### src/rtl/half_word_assembler_if.sv
// Bus bundle for the half-word assembler: half-word input side, wide-word output side, error pulses.
interface half_word_assembler_if #(
  parameter int HALF_W = 50
);
  logic [HALF_W-1:0]   in_data;
  logic                in_sel;
  logic                in_parity;
  logic                in_valid;
  logic                in_ready;
  logic [2*HALF_W-1:0] b;
  logic                b_valid;
  logic                b_ready;
  logic                seq_err;
  logic                tmo_err;
  logic                par_err;

  modport master (
    output in_data, in_sel, in_parity, in_valid, b_ready,
    input  in_ready, b, b_valid, seq_err, tmo_err, par_err
  );

  modport slave (
    input  in_data, in_sel, in_parity, in_valid, b_ready,
    output in_ready, b, b_valid, seq_err, tmo_err, par_err
  );
endinterface

### src/rtl/half_word_assembler.sv
// Reassembles a 2*HALF_W word from lower/upper halves with ordering and timeout policing.
// Optional parity screening of incoming halves is enabled by defining PARITY_CHK_EN.
module half_word_assembler #(
  parameter  int HALF_W  = 50,
  parameter  int TIMEOUT = 8,
  localparam int CNT_W   = $clog2(TIMEOUT + 1)
) (
  input logic                   clk,
  input logic                   rst,
  half_word_assembler_if.slave  bus
);

  typedef enum logic [1:0] {IDLE, WAIT_HI, FULL} state_e;

  state_e              state_q, state_d;
  logic [HALF_W-1:0]   lower_q, lower_d;
  logic [2*HALF_W-1:0] b_q, b_d;
  logic [CNT_W-1:0]    timer_q, timer_d;
  logic                seq_q, seq_d, tmo_q, tmo_d, par_q, par_d;
  logic                acc, par_bad, good;

  assign acc = bus.in_valid && (state_q != FULL);

`ifdef PARITY_CHK_EN
  assign par_bad = ^{bus.in_data, bus.in_parity};
`else
  logic unused_parity;
  assign unused_parity = bus.in_parity;
  assign par_bad       = 1'b0;
`endif

  // A half failing parity is treated as if nothing arrived, apart from par_err.
  assign good = acc && !par_bad;

  always_comb begin
    state_d = state_q;
    lower_d = lower_q;
    b_d     = b_q;
    timer_d = timer_q;
    seq_d   = 1'b0;
    tmo_d   = 1'b0;
    par_d   = acc && par_bad;
    case (state_q)
      IDLE: begin
        if (good && !bus.in_sel) begin
          lower_d = bus.in_data;
          timer_d = '0;
          state_d = WAIT_HI;
        end else if (good) begin
          seq_d = 1'b1;
        end
      end
      WAIT_HI: begin
        if (good && bus.in_sel) begin
          b_d     = {bus.in_data, lower_q};
          timer_d = '0;
          state_d = FULL;
        end else if (good) begin
          lower_d = bus.in_data;
          timer_d = '0;
          seq_d   = 1'b1;
        end else if (timer_q == CNT_W'(TIMEOUT - 1)) begin
          lower_d = '0;
          timer_d = '0;
          tmo_d   = 1'b1;
          state_d = IDLE;
        end else if (timer_q < CNT_W'(TIMEOUT)) begin
          timer_d = timer_q + 1'b1;
        end
      end
      FULL: begin
        if (bus.b_ready) state_d = IDLE;
      end
      default: state_d = IDLE;
    endcase
  end

  always_ff @(posedge clk) begin
    if (!rst) begin
      state_q <= IDLE;
      lower_q <= '0;
      b_q     <= '0;
      timer_q <= '0;
      seq_q   <= 1'b0;
      tmo_q   <= 1'b0;
      par_q   <= 1'b0;
    end else begin
      state_q <= state_d;
      lower_q <= lower_d;
      b_q     <= b_d;
      timer_q <= timer_d;
      seq_q   <= seq_d;
      tmo_q   <= tmo_d;
      par_q   <= par_d;
    end
  end

  assign bus.in_ready = (state_q != FULL);
  assign bus.b_valid  = (state_q == FULL);
  assign bus.b        = b_q;
  assign bus.seq_err  = seq_q;
  assign bus.tmo_err  = tmo_q;
  assign bus.par_err  = par_q;

endmodule

### src/flat_wrapper.sv
// flat-port wrapper written by rule: the top's interface ports become plain ports
module half_word_assembler_flat 
#(
  parameter  int HALF_W  = 50,
  parameter  int TIMEOUT = 8,
  localparam int CNT_W   = $clog2(TIMEOUT + 1)
)
  (clk, rst, bus_in_data, bus_in_sel, bus_in_parity, bus_in_valid, bus_b_ready, bus_in_ready, bus_b, bus_b_valid, bus_seq_err, bus_tmo_err, bus_par_err);
  half_word_assembler_if #(.HALF_W(HALF_W)) bus_i ();
  input logic clk;
  input logic rst;
  input wire logic [$bits(bus_i.in_data)-1:0] bus_in_data;
  input wire logic [$bits(bus_i.in_sel)-1:0] bus_in_sel;
  input wire logic [$bits(bus_i.in_parity)-1:0] bus_in_parity;
  input wire logic [$bits(bus_i.in_valid)-1:0] bus_in_valid;
  input wire logic [$bits(bus_i.b_ready)-1:0] bus_b_ready;
  output wire logic [$bits(bus_i.in_ready)-1:0] bus_in_ready;
  output wire logic [$bits(bus_i.b)-1:0] bus_b;
  output wire logic [$bits(bus_i.b_valid)-1:0] bus_b_valid;
  output wire logic [$bits(bus_i.seq_err)-1:0] bus_seq_err;
  output wire logic [$bits(bus_i.tmo_err)-1:0] bus_tmo_err;
  output wire logic [$bits(bus_i.par_err)-1:0] bus_par_err;
  assign bus_i.in_data = bus_in_data;
  assign bus_i.in_sel = bus_in_sel;
  assign bus_i.in_parity = bus_in_parity;
  assign bus_i.in_valid = bus_in_valid;
  assign bus_i.b_ready = bus_b_ready;
  assign bus_in_ready = bus_i.in_ready;
  assign bus_b = bus_i.b;
  assign bus_b_valid = bus_i.b_valid;
  assign bus_seq_err = bus_i.seq_err;
  assign bus_tmo_err = bus_i.tmo_err;
  assign bus_par_err = bus_i.par_err;
  half_word_assembler #(.HALF_W(HALF_W), .TIMEOUT(TIMEOUT)) u_core (.clk(clk), .rst(rst), .bus(bus_i));
endmodule
### config.mk
export PLATFORM = sky130hd
export DESIGN_NAME = half_word_assembler_flat
export DESIGN_NICKNAME = d
export VERILOG_FILES = /design/src/rtl/half_word_assembler_if.sv /design/src/rtl/half_word_assembler.sv /design/src/flat_wrapper.sv
export SDC_FILE = /design/constraint.sdc
export NUM_CORES = 1
export LEC_CHECK = 0
export BUFFER_PORTS_ARGS = -buffer_cell sky130_fd_sc_hd__buf_2
export CAP_MARGIN = 20
export CORE_MARGIN = 3
export CORE_UTILIZATION = 54
export CTS_BUF_LIST = sky130_fd_sc_hd__clkbuf_4 sky130_fd_sc_hd__clkbuf_8
export DETAILED_ROUTE_END_ITERATION = 8
export GPL_ROUTABILITY_DRIVEN = 0
export PLACE_DENSITY = 0.79
export SLEW_MARGIN = 10
export SYNTH_ARGS = -nofsm -noshare
export SYNTH_HDL_FRONTEND = slang
export SYNTH_SLANG_ARGS = --single-unit
### constraint.sdc
create_clock -name clk -period 2.35 [get_ports clk]
set_clock_uncertainty 0.05 [all_clocks]
set_input_delay 0.1175 -clock clk [delete_from_list [all_inputs] [get_ports clk]]
set_output_delay 0.1175 -clock clk [all_outputs]
set_load 0.02 [all_outputs]
# Word-level counts from Yosys, hierarchy flattened
# Cells that the tools add are included.
# W data, S select, Z words.
dict set report op_classes {
  reduce_logical 11
  order_cmp 1
  n_eq_ne 11
  bitwise 2
  mux 22
  n_addsub 1
}
# operator count
set ops {}
lappend ops {{$mux W50} 4}
lappend ops {{$pmux W50 S2} 1}
lappend ops {{$mux W4} 5}
lappend ops {{$mux W2} 5}
lappend ops {{$pmux W4 S2} 1}
lappend ops {{$reduce_and A4 Y1} 2}
lappend ops {{$ne A2 B2 Y1 const B} 3}
lappend ops {{$ne A3 B1 Y1 const B} 2}
lappend ops {{$pmux W2 S3} 1}
lappend ops {{$ne A5 B1 Y1 const B} 1}
lappend ops {{$add A4 B1 Y4 const B} 1}
lappend ops {{$eq A4 B3 Y1 const B} 1}
lappend ops {{$lt A4 B4 Y1 const B} 1}
lappend ops {{$mux W1} 4}
lappend ops {{$reduce_or A4 Y1} 1}
lappend ops {{$logic_and A1 B1 Y1} 3}
lappend ops {{$ne A3 B3 Y1 const B} 1}
lappend ops {{$reduce_and A3 Y1} 1}
lappend ops {{$eq A2 B1 Y1 const B} 1}
lappend ops {{$eq A2 B2 Y1 const B} 1}
lappend ops {{$logic_not A2 Y1} 1}
lappend ops {{$ne A2 B1 Y1 const B} 1}
lappend ops {{$not A1 Y1} 2}
lappend ops {{$pmux W1 S2} 1}
lappend ops {{3 further kinds} 3}
dict set report word_totals {
  output_inout_bits 105
  input_bits 56
  word_cells 54
  reg_bits 158
}

# Logic depth before layout (Yosys ltp)
# Gate-level depths: netlist of run 1.
dict set report depth {
  word_depth 6
  ltp_mapped 7
  mapped_depth_nobuf 5
}

# Worst setup path before layout of run 1
# OpenSTA, ideal clock, no wires.
dict set report synth_timing {
  kind {flip-flop to flip-flop}
  from {register u_core.state_q[0]}
  to {register u_core.lower_q[0]}
  setup_ns 0.072
  setup_slack_ns 0.682
  t_arrival_ns 1.546
  stages_incl_launch_ff 8
  required_ns 2.228
  n_path_buf 3
  period_less_slack_ns 1.668
  cell_sequence {dfxtp_1 > buf_4 > or3b_1 > a21o_1 > nand3b_1 > buf_2 > buf_6 > mux2i_1}
}
dict set report synth_between {
  elab_chain_cells 5
  elab_cells_between_ends 14
  classes_between {eq/ne: 5; mux: 3; reduce/logical: 6}
}
# element line_no
set synth_lines {}
lappend synth_lines {{from (decl)} half_word_assembler.sv:15} ;# state_e state_q, state_d;
lappend synth_lines {{from (signal assigned)} half_word_assembler.sv:88} ;# state_q <= state_d;
lappend synth_lines {{$ne A2 B2 Y1} half_word_assembler.sv:22} ;# assign acc = bus.in_valid && (state_q != FULL);
lappend synth_lines {{$logic_and A1 B1 Y1} half_word_assembler.sv:22}
lappend synth_lines {{$mux W50, or another cell as far along} half_word_assembler.sv:58} ;# end else if (good) begin
lappend synth_lines {{$mux W50, or another cell as far along} half_word_assembler.sv:54} ;# if (good && bus.in_sel) begin
lappend synth_lines {{$pmux W50 S2 / $reduce_and A4 Y1 (equally long branches)} --}
lappend synth_lines {{to (signal assigned)} half_word_assembler.sv:89} ;# lower_q <= lower_d;
lappend synth_lines {{to (decl)} half_word_assembler.sv:16} ;# logic [HALF_W-1:0] lower_q, lower_d;
# Several ways; a longest one is shown, not always the timed one. The select of a mux whose other input is x is not followed.
# A chain may end at the register's enable or synchronous reset.

# Worst setup path in the final report of run 1
dict set report layout_timing {
  from {register u_core.state_q[0]}
  to {register u_core.lower_q[44]}
}
# Same word-level chain as after synthesis.

==> reports/qor.txt, run 1 <==
routed vias: 5366
count of final setup violators: 0
worst-margin pin slew: 1100 ps
clock tree sinks: 158
WHS: 73.3 ps
Post-Route WL: 15.0 mm
CP Launch Point: u_core.state_q[0]
GR Util All Layers: 25.1%
end of the critical path: u_core.lower_q[44]
Comb power frac: 9.1%
adder and majority gate portion of the synthesized area: 0.216%
Worst R2R End: u_core.lower_q[44]
H-tree depth: 4
global-route wire length before repair: 23.6 mm
CTS tree: yes
IR drop worst, VDD: 0.398 mV
Max Cap Viol: 0
CTS buffer count: 17
worst min path class: input port to flop
number of antenna violations at the first check in global routing: 0
detailed placer's ending HPWL: 9.08 mm
WS Path Type: flop to flop
Reg clk slew, reported paths: 80 ps
Mapped Area: 0.00579 mm²
outcome: finished, final reports clean
io pins: 161
Post-CTS Resized: 0
vias in the first global route: 5106
post-synthesis mux area share: 8.65%
Critical Path AT: 2300 ps
CP Launch Type: flop
starting density of the core: 55.8%
Worst EP required: 2620 ps
P&R area growth vs syn: 31.4%
Cell Pwr Density: 709 mW/mm²
sequential fraction of the synthesis area: 54.6%
Core Area: 0.0104 mm²
die height: 110 µm
post-synthesis simple-gate area fraction: 21.8%
Clock Latency Late Sink: 440 ps
Max Freq: 491 MHz
largest family of logic cells by synthesized area: simple AND/OR/NAND/NOR gates
Relative slew margins: 26.6%
layout cell share with drive strength beyond 1: 22.7%
I/O Buffers: 158
Die Wd: 110 µm
drt wl/cell: 14.5 µm
RSZ-0062 raised after global routing: no
final period utilization: 86.7%
Clock Tree Buf Depth: 2
Sw Pwr: 1.31 mW
largest net degree at the start of global routing: 105
Synth Register Bits: 158
Setup crit end kind: flop
fillers: 782
Compound-Gate Fraction of Synth Area: 9.97%
Avg Cell Area, Syn: 8.27 µm²
total negative slack: 0 ps
synth unique cells: 30
Initial DRC Count: 379
DRC: 0
fin nets: 943
minimum clock period: 2040 ps
DRT antenna net count: 0
synthesized instance count: 700
Worst Reg-to-Reg Cells: 5
TritonRoute pass-1 iters: 6
Synth warnings: 0
R2R Path Start: u_core.state_q[0]
FP Rows: 37
die area: 0.0120 mm²
Clock Root Buffer: clkbuf_8
grt total ovfl: 0
antenna cells: 0
Max Transition Viols Final: 0
Post-Synth XOR/XNOR Area: 0.303%
P_int: 4.07 mW
Leakage: 3.40 nW
Seq pwr share: 52.1%
final hold violations: 0
FF-to-FF setup slack: 310 ps
switching share of power: 24.4%
Vias per Instance: 5.18
Clk network pwr share: 38.8%
Synth Net Count: 757
CP Max Fanout: 27
-- power groups by stage --
stage          Combinational, mW  Clock (mW)  Sequential (mW)
3_5_place_dp               0.412           0             2.87
5_1_grt                    0.534        2.23             2.82
4_1_cts                    0.479        2.13             2.81
6_report                   0.489        2.09             2.81
2_1_floorplan              0.257           0             2.88
3_3_place_gp               0.396           0             2.86
-- metal layers --
| layer | global-route usage (%) | part of all wire, % |
|---|---|---|
| met1 | 30.0 | 41 |
| met2 | 43.2 | 50 |
| met3 | 6.28 | 7.4 |
| met4 | 10.2 | 1.9 |
| met5 | 0 | 0 |
-- kinds of logic (layout without fill, tap and decap cells) --
| family | Yosys count | in the layout |
|---|---|---|
| AO/OA/AOI/OAI | 112 | 112 |
| multiplexers | 50 | 50 |
| AND/OR/NAND/NOR | 322 | 322 |
| flip-flops | 158 | 158 |
| buffers and inverters | 54 | 253 |
| adder cells (fa/ha/maj) | 1 | 1 |
| other | 1 | 1 |
| XOR/XNOR | 2 | 2 |
-- sequential cells by signal (all words and copies together) (netlist names) --
signal and flops:
u_core.bus.tmo_err 1, u_core.timer_q 4, u_core.state_q 2, u_core.bus.b 100, u_core.bus.seq_err 1, u_core.lower_q 50
-- synthesized netlist by cell type --
library cell  number  area share [%]
a21o_1             1            0.13
a21oi_1          105             9.1
and2_1             2            0.22
and3_1             3            0.32
buf_2              4            0.35
buf_4              2            0.26
buf_6              5            0.97
clkbuf_1          41             2.7
clkinv_1           1           0.065
conb_1             1           0.065
dfxtp_1          158              55
ha_1               1            0.22
inv_1              1           0.065
mux2i_1           50             8.6
nand2_1          300              19
nand2b_1           2            0.22
nand3_1            1           0.086
nand3b_1           2            0.26
nand4b_1           1            0.15
nor2_1             4            0.26
nor2b_1            3            0.32
nor3_1             1           0.086
nor3b_1            1            0.13
o211a_1            1            0.17
o21ai_0            3            0.26
o21bai_1           1            0.13
o221a_2            1            0.19
or3b_1             1            0.15
or4_1              1            0.13
xor2_1             2            0.30
-- cells in the final DEF (no fill, tap or decap), types with 2 or more instances in the layout --
cell type,Yosys,final
a21oi_1,105,105
and2_1,2,2
and3_1,3,2
buf_12,0,4
buf_2,4,158
buf_4,2,4
bufinv_16,0,3
clkbuf_8,0,18
clkinv_2,0,4
clkinv_4,0,2
clkinvlp_4,0,3
dfxtp_1,158,158
dlygate4sd3_1,0,52
inv_6,0,2
mux2i_1,50,50
nand2_1,300,300
nand2b_1,2,2
nand3b_1,2,2
nor2_1,4,3
nor2b_1,3,3
o21ai_0,3,3
xor2_1,2,2
-- through the flow --
| step | area, µm² | setup WS (ps) | power, mW | util (%) | std cells |
|---|---|---|---|---|---|
| 4_1_cts | 7580 | 291 | 5.41 | 73.1 | 1034 |
| 3_3_place_gp | 6640 | 426 | 3.26 | 64.0 | 950 |
| 2_1_floorplan | 5790 | 682 | 3.14 | - | 700 |
| 3_5_place_dp | 6640 | 309 | 3.28 | 64.0 | 950 |
| 5_1_grt | 7610 | 125 | 5.58 | 73.3 | 1035 |
| 6_report | 7610 | 313 | 5.39 | 73.3 | 1035 |
-- layout make-up --
type / instances / area (µm²) / share of cell area, %
Sequential cell: 158 / 3160 / 41.6
Multi-Input combinational cell: 488 / 2400 / 31.5
Timing Repair Buffer: 219 / 1450 / 19.0
Clock buffer: 19 / 255 / 3.36
Tap cell: 136 / 170 / 2.24
Clock inverter: 13 / 163 / 2.14
Inverter: 2 / 8.76 / 0.115
-- worst max-delay path, cell delays in order (launching register included) --
cell and delay [ps]:
dfxtp_1 510, nor3b_1 670, nor2_4 280, buf_16 250, nand2_1 80, mux2i_1 60
-- what timing repair did --
item | in CTS | in global routing
buffers inserted | 0 | 0
hold buffers | 52 | 0
endpoints found under the hold margin | 102 | 0
-- worst min-delay path by stage --
stage	startpoint	endpoint	slack (ps)	cells past startpoint
2_1_floorplan	bus_in_data[0]	u_core.bus.b[50]	200	2
3_3_place_gp	bus_in_data[2]	u_core.bus.b[52]	320	3
3_5_place_dp	bus_in_data[40]	u_core.bus.b[90]	330	3
4_1_cts	bus_in_valid	u_core.timer_q[1]	40	4
5_1_grt	bus_in_valid	u_core.timer_q[1]	80	4
6_report	bus_in_valid	u_core.timer_q[1]	70	4
(Power assumes the default switching activity.)
==> run 2: changes to the inputs <==
Settings changed: CORE_UTILIZATION 54 to 52, CTS_BUF_LIST sky130_fd_sc_hd__clkbuf_4 sky130_fd_sc_hd__clkbuf_8 to default, PLACE_DENSITY 0.79 to 0.77.
==> run 2 against run 1 <==
Effect of this change: clock power increased by 25%; critical path depth is the same; first-iteration DRC count grew 3.4%; final cell count grew 0.19%; worst hold slack improved by 270 ps; cell area grew 2.0%; largest power group unchanged.
==> reports/qor.txt, run 2 (synthesis gave the netlist of run 1 again) <==
outcome: finished, final reports clean
Reg clk slew, reported paths: 60 ps (-20 ps)
Clock Tree Buf Depth: 2 (unchanged)
Initial DRC Count: 392 (+3.4%)
I/O Buffers: 158 (unchanged)
P&R area growth vs syn: 34.1%
R2R Path Start: u_core.state_q[0]
Post-CTS Resized: 0 (unchanged)
final hold violations: 0 (unchanged)
CP max stage delay: 680 ps (about the same)
minimum clock period: 2040 ps (+0.890 ps)
largest net degree at the start of global routing: 105 (unchanged)
Clock Latency Late Sink: 520 ps (+80 ps)
CP Launch Type: flop
Seq pwr share: 47.5% (-4.6 points)
Leakage: 3.48 nW (+2.4%)
FP Rows: 37 (unchanged)
DRT antenna net count: 0 (unchanged)
total negative slack: 0 ps (unchanged)
Core Area: 0.0106 mm² (+1.8%)
switching share of power: 22.4% (-2.0 points)
vias in the first global route: 5288 (+3.6%)
GR Util All Layers: 24.4% (-0.73 points)
Clk network pwr share: 44.2% (+5.4 points)
io pins: 161 (unchanged)
Vias per Instance: 5.19 (about the same)
number of antenna violations at the first check in global routing: 0 (unchanged)
Max Freq: 491 MHz (about the same)
H-tree depth: 4 (unchanged)
starting density of the core: 54.8% (-0.98 points)
P_int: 4.59 mW (+13%)
CTS tree: yes
TritonRoute pass-1 iters: 5 (-1)
Die Wd: 112 µm (+1.8%)
DRC: 0 (unchanged)
Worst Hold End: u_core.bus.b[69]
Comb power frac: 8.2% (-0.9 points)
commonest non-fill, non-tap cell in the layout: nand2_1
Critical-path top delay cell: nor3b_1
commonest non-fill, non-tap cells in the layout: nand2_1 (300), buf_2 (158), dfxtp_1 (158), a21oi_1 (105), dlygate4sd3_1 (54)
global-route wire length before repair: 25.0 mm (+5.6%)
Cell Pwr Density: 762 mW/mm² (+7.6%)
dpl cell area: 0.00666 mm² (+0.23%)
WS Path Type: flop to flop
layout cell share with drive strength beyond 1: 22.3% (-0.38 points)
detailed placer's ending HPWL: 9.00 mm (-0.81%)
Critical Path AT: 2390 ps (+90 ps)
clock tree sinks: 158 (unchanged)
Post-Route WL: 15.3 mm (+2.0%)
number of flip-flops in the largest register: 100 (unchanged)
routed vias: 5380 (+0.26%)
Setup crit end kind: flop
hold_buf cts: 54 (+3.8%)
Largest delay share family, worst path: simple AND/OR/NAND/NOR gates
worst min path class: input port to flop
Worst Reg-to-Reg Cells: 5 (unchanged)
overall power: 5.92 mW (+9.8%)
CP Cell Sequence: nor3b_1, nor2_4, buf_12, nand2_1, mux2i_1
drt wl/cell: 14.8 µm (+1.8%)
CTS buffer count: 17 (unchanged)
fin nets: 946 (+0.32%)
IR drop worst, VDD: 0.544 mV (+37%)
Sw Pwr: 1.32 mW (+0.61%)
Max Cap Viol: 0 (unchanged)
Buf/Inv on CP: 1 (unchanged)
Relative slew margins: 26.9% (+0.29 points)
count of final setup violators: 0 (unchanged)
die height: 112 µm (+1.8%)
worst hold path depth: 4 (unchanged)
worst-margin pin slew: 1100 ps (-4.39 ps)
Max Transition Viols Final: 0 (unchanged)
hold_sp: bus_in_data[19]
FF-to-FF setup slack: 310 ps (about the same)
grt total ovfl: 0 (unchanged)
die area: 0.0124 mm² (+3.6%)
Worst EP required: 2700 ps (+80 ps)
setup bufs post-CTS: 0 (unchanged)
RSZ-0062 raised after global routing: no
Worst R2R End: u_core.lower_q[7]
antenna cells: 0 (unchanged)
Clock Root Buffer: clkbuf_8
Post-Layout Inst Area: 0.00776 mm² (+2.0%)
CP Max Fanout: 32 (+19%)
final period utilization: 86.7% (about the same)
==> run 2: worst reg2reg max path, delay by kind of cell (launching register included) <==
kind,cells,cell delay (ps)
buffers and inverters,1,260
muxes,1,70
and+or+nand+nor,3,1040
DFF,1,500
==> run 2: worst max-delay path by stage <==
| stage | endpoint | slack, ps | cells after the start | start |
|---|---|---|---|---|
| floorplan | u_core.lower_q[0] | 680 | 7 | u_core.state_q[0] |
| global placement | u_core.lower_q[27] | 390 | 4 | u_core.state_q[0] |
| detailed placement | u_core.lower_q[23] | 320 | 5 | u_core.state_q[0] |
| CTS | u_core.lower_q[7] | 300 | 5 | u_core.state_q[0] |
| global route | u_core.lower_q[7] | 110 | 5 | u_core.state_q[0] |
| finish | u_core.lower_q[7] | 310 | 5 | u_core.state_q[0] |
==> run 2: metrics by stage <==
stage                     setup slack (ps)  cells  utilization [%]  hold slack, ps
final                                  312   1037             73.5             341
after global routing                   109   1037             73.5             331
after CTS                              297   1037             73.5             311
after detailed placement               319    952             63.1             324
after global placement                 388    951             62.9             322
after floorplan                        682    700                -             204
==> run 2: power groups by stage <==
stage	Clock (mW)	Sequential (mW)	Combinational (mW)
after floorplan	0	2.88	0.257
after global placement	0	2.86	0.395
after detailed placement	0	2.87	0.410
after CTS	2.65	2.81	0.483
after global routing	2.77	2.82	0.528
final	2.62	2.81	0.488
==> run 2: area by class of cell <==
cell class              count  area (µm²)
flip-flops and latches    158        3160
fillers                   767        2790
multi-input cells         488        2400
repair buffers            222        1460
clock buffers              24         480
well taps                 136         170
clock inverters             7        85.1
inverters                   2        8.76
==> run 2: routing by layer <==
layer,global-route usage (%),up-vias,part of all wire (%)
li1,-,2633,-
met1,27.2,2521,41
met2,43.7,191,51
met3,6.79,35,6.2
met4,10.3,0,2.5
met5,0,-,0
